`src/rtl/if_fetch_stage.sv`:
```
// Instruction fetch stage: PC register with jump/branch redirect, IF/ID pipeline
// register with stall and flush, and saturating fetch/flush performance counters.
module if_fetch_stage #(
  parameter logic [9:0] RESET_PC = 10'd0,
  parameter int         CNT_W    = 16
) (
  input  logic             clk,
  input  logic             reset,
  input  logic             Data_Hazard,
  input  logic             IF_Flush,
  input  logic             jump,
  input  logic [9:0]       jump_address,
  input  logic             branch_taken,
  input  logic [9:0]       branch_address,
  input  logic [31:0]      imem_rdata,
  output logic [7:0]       imem_addr,
  output logic [9:0]       pc,
  output logic [9:0]       if_id_pc_plus4,
  output logic [31:0]      if_id_instr,
  output logic             if_id_valid,
  output logic [CNT_W-1:0] fetch_count,
  output logic [CNT_W-1:0] flush_count
);

  // Handshake: if_id_valid qualifies if_id_instr/if_id_pc_plus4 every cycle; there is
  // no ready, Data_Hazard=0 is the backpressure (hold) and IF_Flush inserts a bubble.

  localparam logic [CNT_W-1:0] CNT_ONE = CNT_W'(1);
  localparam logic [CNT_W-1:0] CNT_MAX = '1;
  localparam logic [9:0]       ALIGN   = 10'h3FC;

  logic [9:0] pc_plus4;
  logic [9:0] next_pc;

  assign imem_addr = pc[9:2];

  always_comb begin
    pc_plus4 = pc + 10'd4;
    next_pc  = pc_plus4;
    if (!Data_Hazard)
      next_pc = pc;
    else if (jump)
      next_pc = jump_address & ALIGN;
    else if (branch_taken)
      next_pc = branch_address & ALIGN;
  end

  always_ff @(posedge clk) begin
    if (reset) begin
      pc             <= RESET_PC & ALIGN;
      if_id_pc_plus4 <= 10'd0;
      if_id_instr    <= 32'd0;
      if_id_valid    <= 1'b0;
      fetch_count    <= '0;
      flush_count    <= '0;
    end else begin
      pc <= next_pc;
      // Flush wins over stall: the squashed slot is always overwritten with a bubble.
      if (IF_Flush) begin
        if_id_pc_plus4 <= pc_plus4;
        if_id_instr    <= 32'd0;
        if_id_valid    <= 1'b0;
        if (flush_count != CNT_MAX)
          flush_count <= flush_count + CNT_ONE;
      end else if (Data_Hazard) begin
        if_id_pc_plus4 <= pc_plus4;
        if_id_instr    <= imem_rdata;
        if_id_valid    <= 1'b1;
        if (fetch_count != CNT_MAX)
          fetch_count <= fetch_count + CNT_ONE;
      end
    end
  end

endmodule

```
`config.mk`:
```
export PLATFORM = sky130hd
export DESIGN_NAME = if_fetch_stage
export DESIGN_NICKNAME = d
export VERILOG_FILES = /design/src/rtl/if_fetch_stage.sv
export SDC_FILE = /design/constraint.sdc
export NUM_CORES = 1
export LEC_CHECK = 0
export ABC_AREA = 1
export ABC_CLOCK_PERIOD_IN_PS = 1700
export CAP_MARGIN = 10
export CORE_MARGIN = 3
export CORE_UTILIZATION = 40
export CTS_BUF_LIST = sky130_fd_sc_hd__clkbuf_4
export CTS_CLUSTER_SIZE = 16
export DETAILED_ROUTE_END_ITERATION = 8
export PLACE_DENSITY = 0.74
export REMOVE_ABC_BUFFERS = 1
export SLEW_MARGIN = 20
export SYNTH_ARGS = -nofsm -noshare
export SYNTH_HDL_FRONTEND = slang
export SYNTH_SLANG_ARGS = --single-unit
```
`constraint.sdc`:
```
create_clock -name clk -period 1.7 [get_ports clk]
set_input_delay 0.34 -clock clk [delete_from_list [all_inputs] [get_ports clk]]
set_output_delay 0.34 -clock clk [all_outputs]
set_load 0.02 [all_outputs]
```
==> impl_results.md <==
* Status: complete, no violations
* Fillers at roughly 950
* Yosys top cell area share at 40.5%
* Final Hold Fails at 0
* Most frequent cells in the layout: nand2_1 (166), dlygate4sd2_1 (89), dfxtp_1 (77)
* Standard-cell rows at 35
* Final Power at 3980 uW
* Wire length on met1 at ~4800 um
* DRT Wirelength at 10,800 um
* Maximum fanout along the worst path at 6
* Worst VDD drop at around 400 uV
* WS Path Type: flip-flop to primary output
* Max_cap viols at 0
* Fin crit period at 1.60 ns
* Largest area contributor in the netlist: dfxtp_1
* Largest net degree at the start of global routing at around 40
* R2R Path Start: flush_count[0]
* Starting density of the core at 42.1%
* Die area at ~11,000 um2
* Max incr delay on CP at around 0.48 ns
* Clk buf depth at 2
* CTS Buf Count at 9
* Most common cell after layout, fill and taps aside: nand2_1
* HP Start: if_id_instr[24]
* H-tree levels at 3
* Top Metal Used: met4
* Skew final at roughly 0.018 ns
* Synthesized area per cell at 6.94 um2
* Vias in the first global route at around 3,900
* Gr usage total at approximately a fifth
* Synth unique cells at 29
* Die Wd at 106 um
* Layout Cells excl Fill at around 850
* Sequential area share after synthesis at approximately two fifths
* Via count at 4,134
* Share of cells above drive strength 1 at 9.82%
* Register area at 1630 um2
* Critical Path Source Type: flip-flop
* Ant diodes at 0
* Initial DRC count at 157
* Nets@finish at around 800
* Pre-Repair DR Iteration Count at 4
* Syn Std Cell Area at 4010 um2
* DP Cell Count at 836
* Period Utilization, post-route at 94.2%
* Unrepaired setup endpoints after global routing: no
* Worst Hold Class: flip-flop to flip-flop
* Metal2 WL at 5280 um
* RD Place Congestion at just under 0.9
* Cell Chain, Critical Path: dlygate4sd2_1
* Layout area overhead at 40.5%
* Clock Tree Root: clkbuf_4
* Met3 WL at 703 um
* Max Freq at 624 MHz
* Port Buffer Count at 142
* DR WL/cell at approximately 13 um
* CTS tree: yes
* Top Family by Delay on Critical Path: flip-flops
* Multi-input gate area at ~2000 um2
* Largest cells by area after synthesis: dfxtp_1 (40%), nand2_1 (16%), a21oi_1 (8.7%), nor2_1 (5.9%), nand3_1 (4.6%)
* Core area at roughly 9500 um2
* CP startpoint: fetch_count[5]
* DRT antenna net count at 0
* GRT Residual Overflow at 0
* Max Slew Vio Count at 0
* Initial antenna violation count at 0
* Detailed-placement wirelength estimate at 8150 um
* First-pass GRT wire length at 18,200 um
* Final number of setup-violating endpoints at 0
* Worst-skew pair later-pin latency at 0.42 ns
* CP Capture Type: primary output
* # clock sinks at between 80 and 90
* CP Buf/Inv Count at 1
* Synth Instances at 577
* Critical Path AT at around 1.3 ns
* DRC Markers at 0
* Postcts setup bufs at 0
* Leak at 0.00249 uW
* Flops & latches, synth at 81
* Yosys warnings at 0
* P per Cell Area at 708 nW/um2
* I/O Pins at between 150 and 200
* Clock transition at path regs at 0.15 ns
* Worst Path Required at between 1 and 1.5 ns
* Critical path's slowest cell: dfxtp_1
* Die Ht at 106 um
* Drt via density at between 4 and 5
synth_stat cells, drive strengths merged:
cell / instances
nand2: 178
dfxtp: 81
a21oi: 78
nor2: 67
nand3: 37
inv: 35
o21ai: 23
buf: 21
clkbuf: 16
xor2: 13
nand4: 11
o211ai: 5
xnor2: 5
ha: 3
a21o: 1
conb: 1
o21bai: 1
or2: 1
through the flow:
stage                     hold slack [ns]  utilization (%)  setup slack (ns)  TNS (ns)  cell area, um2
after CTS                           0.419             59.1            0.0413         0            5610
after detailed placement            0.452             58.5            -0.124     -1.60            5560
after global routing                0.421             59.2           0.00746         0            5630
after global placement              0.447             58.5           -0.0749     -1.09            5560
after floorplan                     0.402                -           -0.0294    -0.342            3790
final                               0.464             59.2            0.0983         0            5630
flip-flops by register name (all words and copies together) (netlist names):
| register | flops |
|---|---|
| fetch_count | 16 |
| if_id_valid | 1 |
| if_id_instr | 32 |
| pc | 8 |
| if_id_pc_plus4 | 8 |
| flush_count | 16 |
report_power, final:
| group | internal (uW) | switching (uW) |
|---|---|---|
| logic | 282 | 353 |
| registers | 1960 | 46.7 |
| clock network | 616 | 720 |
| total | 2860 | 1120 |
final cells by class:
class | instances | area share (%)
clock buffer | 9 | 1.20
clock inverter | 7 | 1.78
inverter | 35 | 2.42
multi-input combinational | 427 | 36.3
sequential | 81 | 28.9
tap | 129 | 2.87
timing repair buffer | 164 | 26.5
timing repair:
action                                  CTS  global route
endpoints found under the setup margin   89            13
pin swaps                                 0             0
resized for setup                        89             6
hold buffers                              0             0
metal layers:
layer	global-route usage, %	vias to the layer above
met5	0	-
met4	4.81	0
met3	6.07	6
met2	33.4	100
met1	23.5	1899
li1	-	2129
path summary, 6_finish.rpt:
path | depth (start not counted) | slack [ns] | end
max | 1 | 0.1 | fetch_count[5]
min | 2 | 0.46 | if_id_instr[24]
max reg2reg | 8 | 0.12 | flush_count[3]
min reg2reg | 2 | 0.46 | if_id_instr[24]
tightest hold or removal path, stage by stage, from the launching register on:
cell	delay (ns)
dfxtp_1	0.33
nand2_1	0.06
a21oi_1	0.05
cells by family (layout without fill, tap and decap cells):
group,Yosys count,count (layout),share of synthesized area [%]
flops,81,81,40.5
buf+inv,72,215,8.93
simple gates,294,294,30.8
compound gates,108,108,14.8
fa+ha+maj,3,3,0.937
other cells,1,4,0.0936
xor+xnor,18,18,3.94
(Power assumes the default switching activity.)
==> RTL edit (same settings) <==
Set the parameter `CNT_W` to 32 (it was 16).
--- a/src/rtl/if_fetch_stage.sv
+++ b/src/rtl/if_fetch_stage.sv
@@ -4,3 +4,3 @@
   parameter logic [9:0] RESET_PC = 10'd0,
-  parameter int         CNT_W    = 16
+  parameter int         CNT_W    = 32
 ) (
Ports: changed (resized fetch_count and flush_count); port bits go from 151 to 183. No check against the original RTL was run, so the function may have changed too.
==> RTL edit against the unedited design <==
  * Routed wire length grew 80%
  * Count of clock-buffer cells in the layout increased by 8
  * Hold slack got worse by 0.29 ns
  * Critical path depth rose by 1
  * Sequential cell count increased by 32
  * Design area grew 58%
  * Area after synthesis grew 55%
  * Setup slack lost 0.036 ns
  * Final cell count is 67% higher
  * Via count increased by 71%
  * Total power up 43%
  * Maximum frequency fell by 2.2%
  * Die area rose by 51%
  * Largest cell class unchanged
==> RTL edit: results (changes against the unedited design) <==
| Metric | Value |
|---|---|
| Met3 wire len | `1770 um (was 703 um)` |
| Reg2Reg Capture Point | `fetch_count[29] (was flush_count[3])` |
| WL per Instance | `13.7 um (was 12.7 um)` |
| Worst setup path end | `flush_count[23] (was fetch_count[5])` |
| Setup Skew | `0.0144 ns (was 0.0179 ns)` |
| Crit path from | `flush_count[23] (was fetch_count[5])` |
| Met1 wire length | `8120 um (was 4770 um)` |
| Violation count after the first detailed-route iteration | `469 (was 157)` |
| Post-synthesis sequential area ratio | `36.5% (was 40.5%)` |
| Post-synth cell types | `31 (was 29)` |
| CTS Buf Count | `17 (was 9)` |
| Port Buffer Count | `174 (was 142)` |
| Status | `finished clean (unchanged)` |
| Biggest regs | `fetch_count (32), flush_count (32), if_id_instr (32) (was if_id_instr (32), fetch_count (16), flush_count (16))` |
| Largest net degree at the start of global routing | `51 (was 41)` |
| Resized Gates After CTS | `250 (was 89)` |
| Met2 usage | `38.2% (was 33.4%)` |
| HPWL after DPL | `14600 um (was 8150 um)` |
| Crit path max-delay family | `buffers and inverters (was flip-flops)` |
| Crit Path Max Fanout | `5 (was 6)` |
| Reg clk slew, reported paths | `0.12 ns (was 0.15 ns)` |
| Detail Route met2 WL | `9200 um (was 5280 um)` |
| Final Net Count | `1282 (was 779)` |
| Gr usage total | `22.7% (was 19.4%)` |
| Worst VDD drop | `0.000821 V (was 0.000397 V)` |
| Vias/cell | `4.98 (was 4.85)` |
| Clock insertion delay at the later pin of the skew report | `0.55 ns (was 0.42 ns)` |
| Reg2reg path depth | `10 (was 8)` |
| First-pass GRT wire length | `31100 um (was 18200 um)` |
| CP max stage delay | `0.35 ns (was 0.48 ns)` |
| Vias in the first global route | `6537 (was 3877)` |
| Pre-antenna DRT Iters | `5 (was 4)` |
| R2R Setup Slk | `0.09 ns (was 0.12 ns)` |
| Leakage Power | `3.72 nW (was 2.49 nW)` |
| Worst endpoint data arrival time | `1.30 ns (was 1.26 ns)` |
| Share of layout cells above drive strength 1 | `22.4% (was 9.82%)` |
| Routability cong. | `0.910 (was 0.873)` |
| Commonest cells in the netlist | `nand2_1 (350), nor2_1 (156), dfxtp_1 (113), a21oi_1 (89), inv_1 (61) (was nand2_1 (166), dfxtp_1 (81), a21oi_1 (70), nor2_1 (63), nand3_1 (37))` |
## RTL edit: cell count changes after synthesis, moves of 8 or more
cell	before	now
xor2_1	13	21
inv_1	32	61
nor2_1	63	156
a21oi_1	70	89
nand2_1	166	350
dfxtp_1	81	113
## RTL edit: kinds of logic (layout without fill, tap and decap cells)
family	after synthesis	in the layout	share of synthesized area, %
simple gates	588	588	38.9
compound gates	131	131	11.3
flops	113	113	36.5
buf+inv	109	364	8.21
xor+xnor	31	31	4.38
fa+ha+maj	3	3	0.606
other cells	1	5	0.0605
## RTL edit: worst min-delay path by stage
stage,start,endpoint,slack (ns)
final,reset,fetch_count[20],0.18
after global routing,reset,fetch_count[20],0.14
after CTS,reset,fetch_count[20],0.14
after detailed placement,if_id_instr[4],if_id_instr[4],0.45
after global placement,if_id_instr[24],if_id_instr[24],0.45
after floorplan,reset,fetch_count[16],0.40
## RTL edit: through the flow
step / cell area, um2 / setup TNS (ns) / instances / total power [mW] / hold slack [ns]
floorplan: 5940 / -15.08 / 934 / 3.10 / 0.402
global placement: 8610 / -2.66 / 1379 / 3.57 / 0.446
detailed placement: 8610 / -3.92 / 1379 / 3.57 / 0.451
CTS: 8930 / 0 / 1411 / 5.74 / 0.141
global route: 8890 / -0.353 / 1419 / 5.92 / 0.144
finish: 8890 / 0 / 1419 / 5.69 / 0.176
## RTL edit: layout make-up
class	count	area, um2	area share (%)
flip-flops and latches	113	2310	26.0
clock buffers	17	128	1.44
clock inverters	15	185	2.08
well taps	184	230	2.59
repair buffers	268	2290	25.8
diodes	1	2.50	0.0281
multi-input cells	757	3500	39.4
inverters	64	245	2.76
## RTL edit: power by group
group	switching [mW]	internal, mW
clock network	1.19	1.03
logic	0.404	0.313
registers	0.0479	2.71
total	1.64	4.05
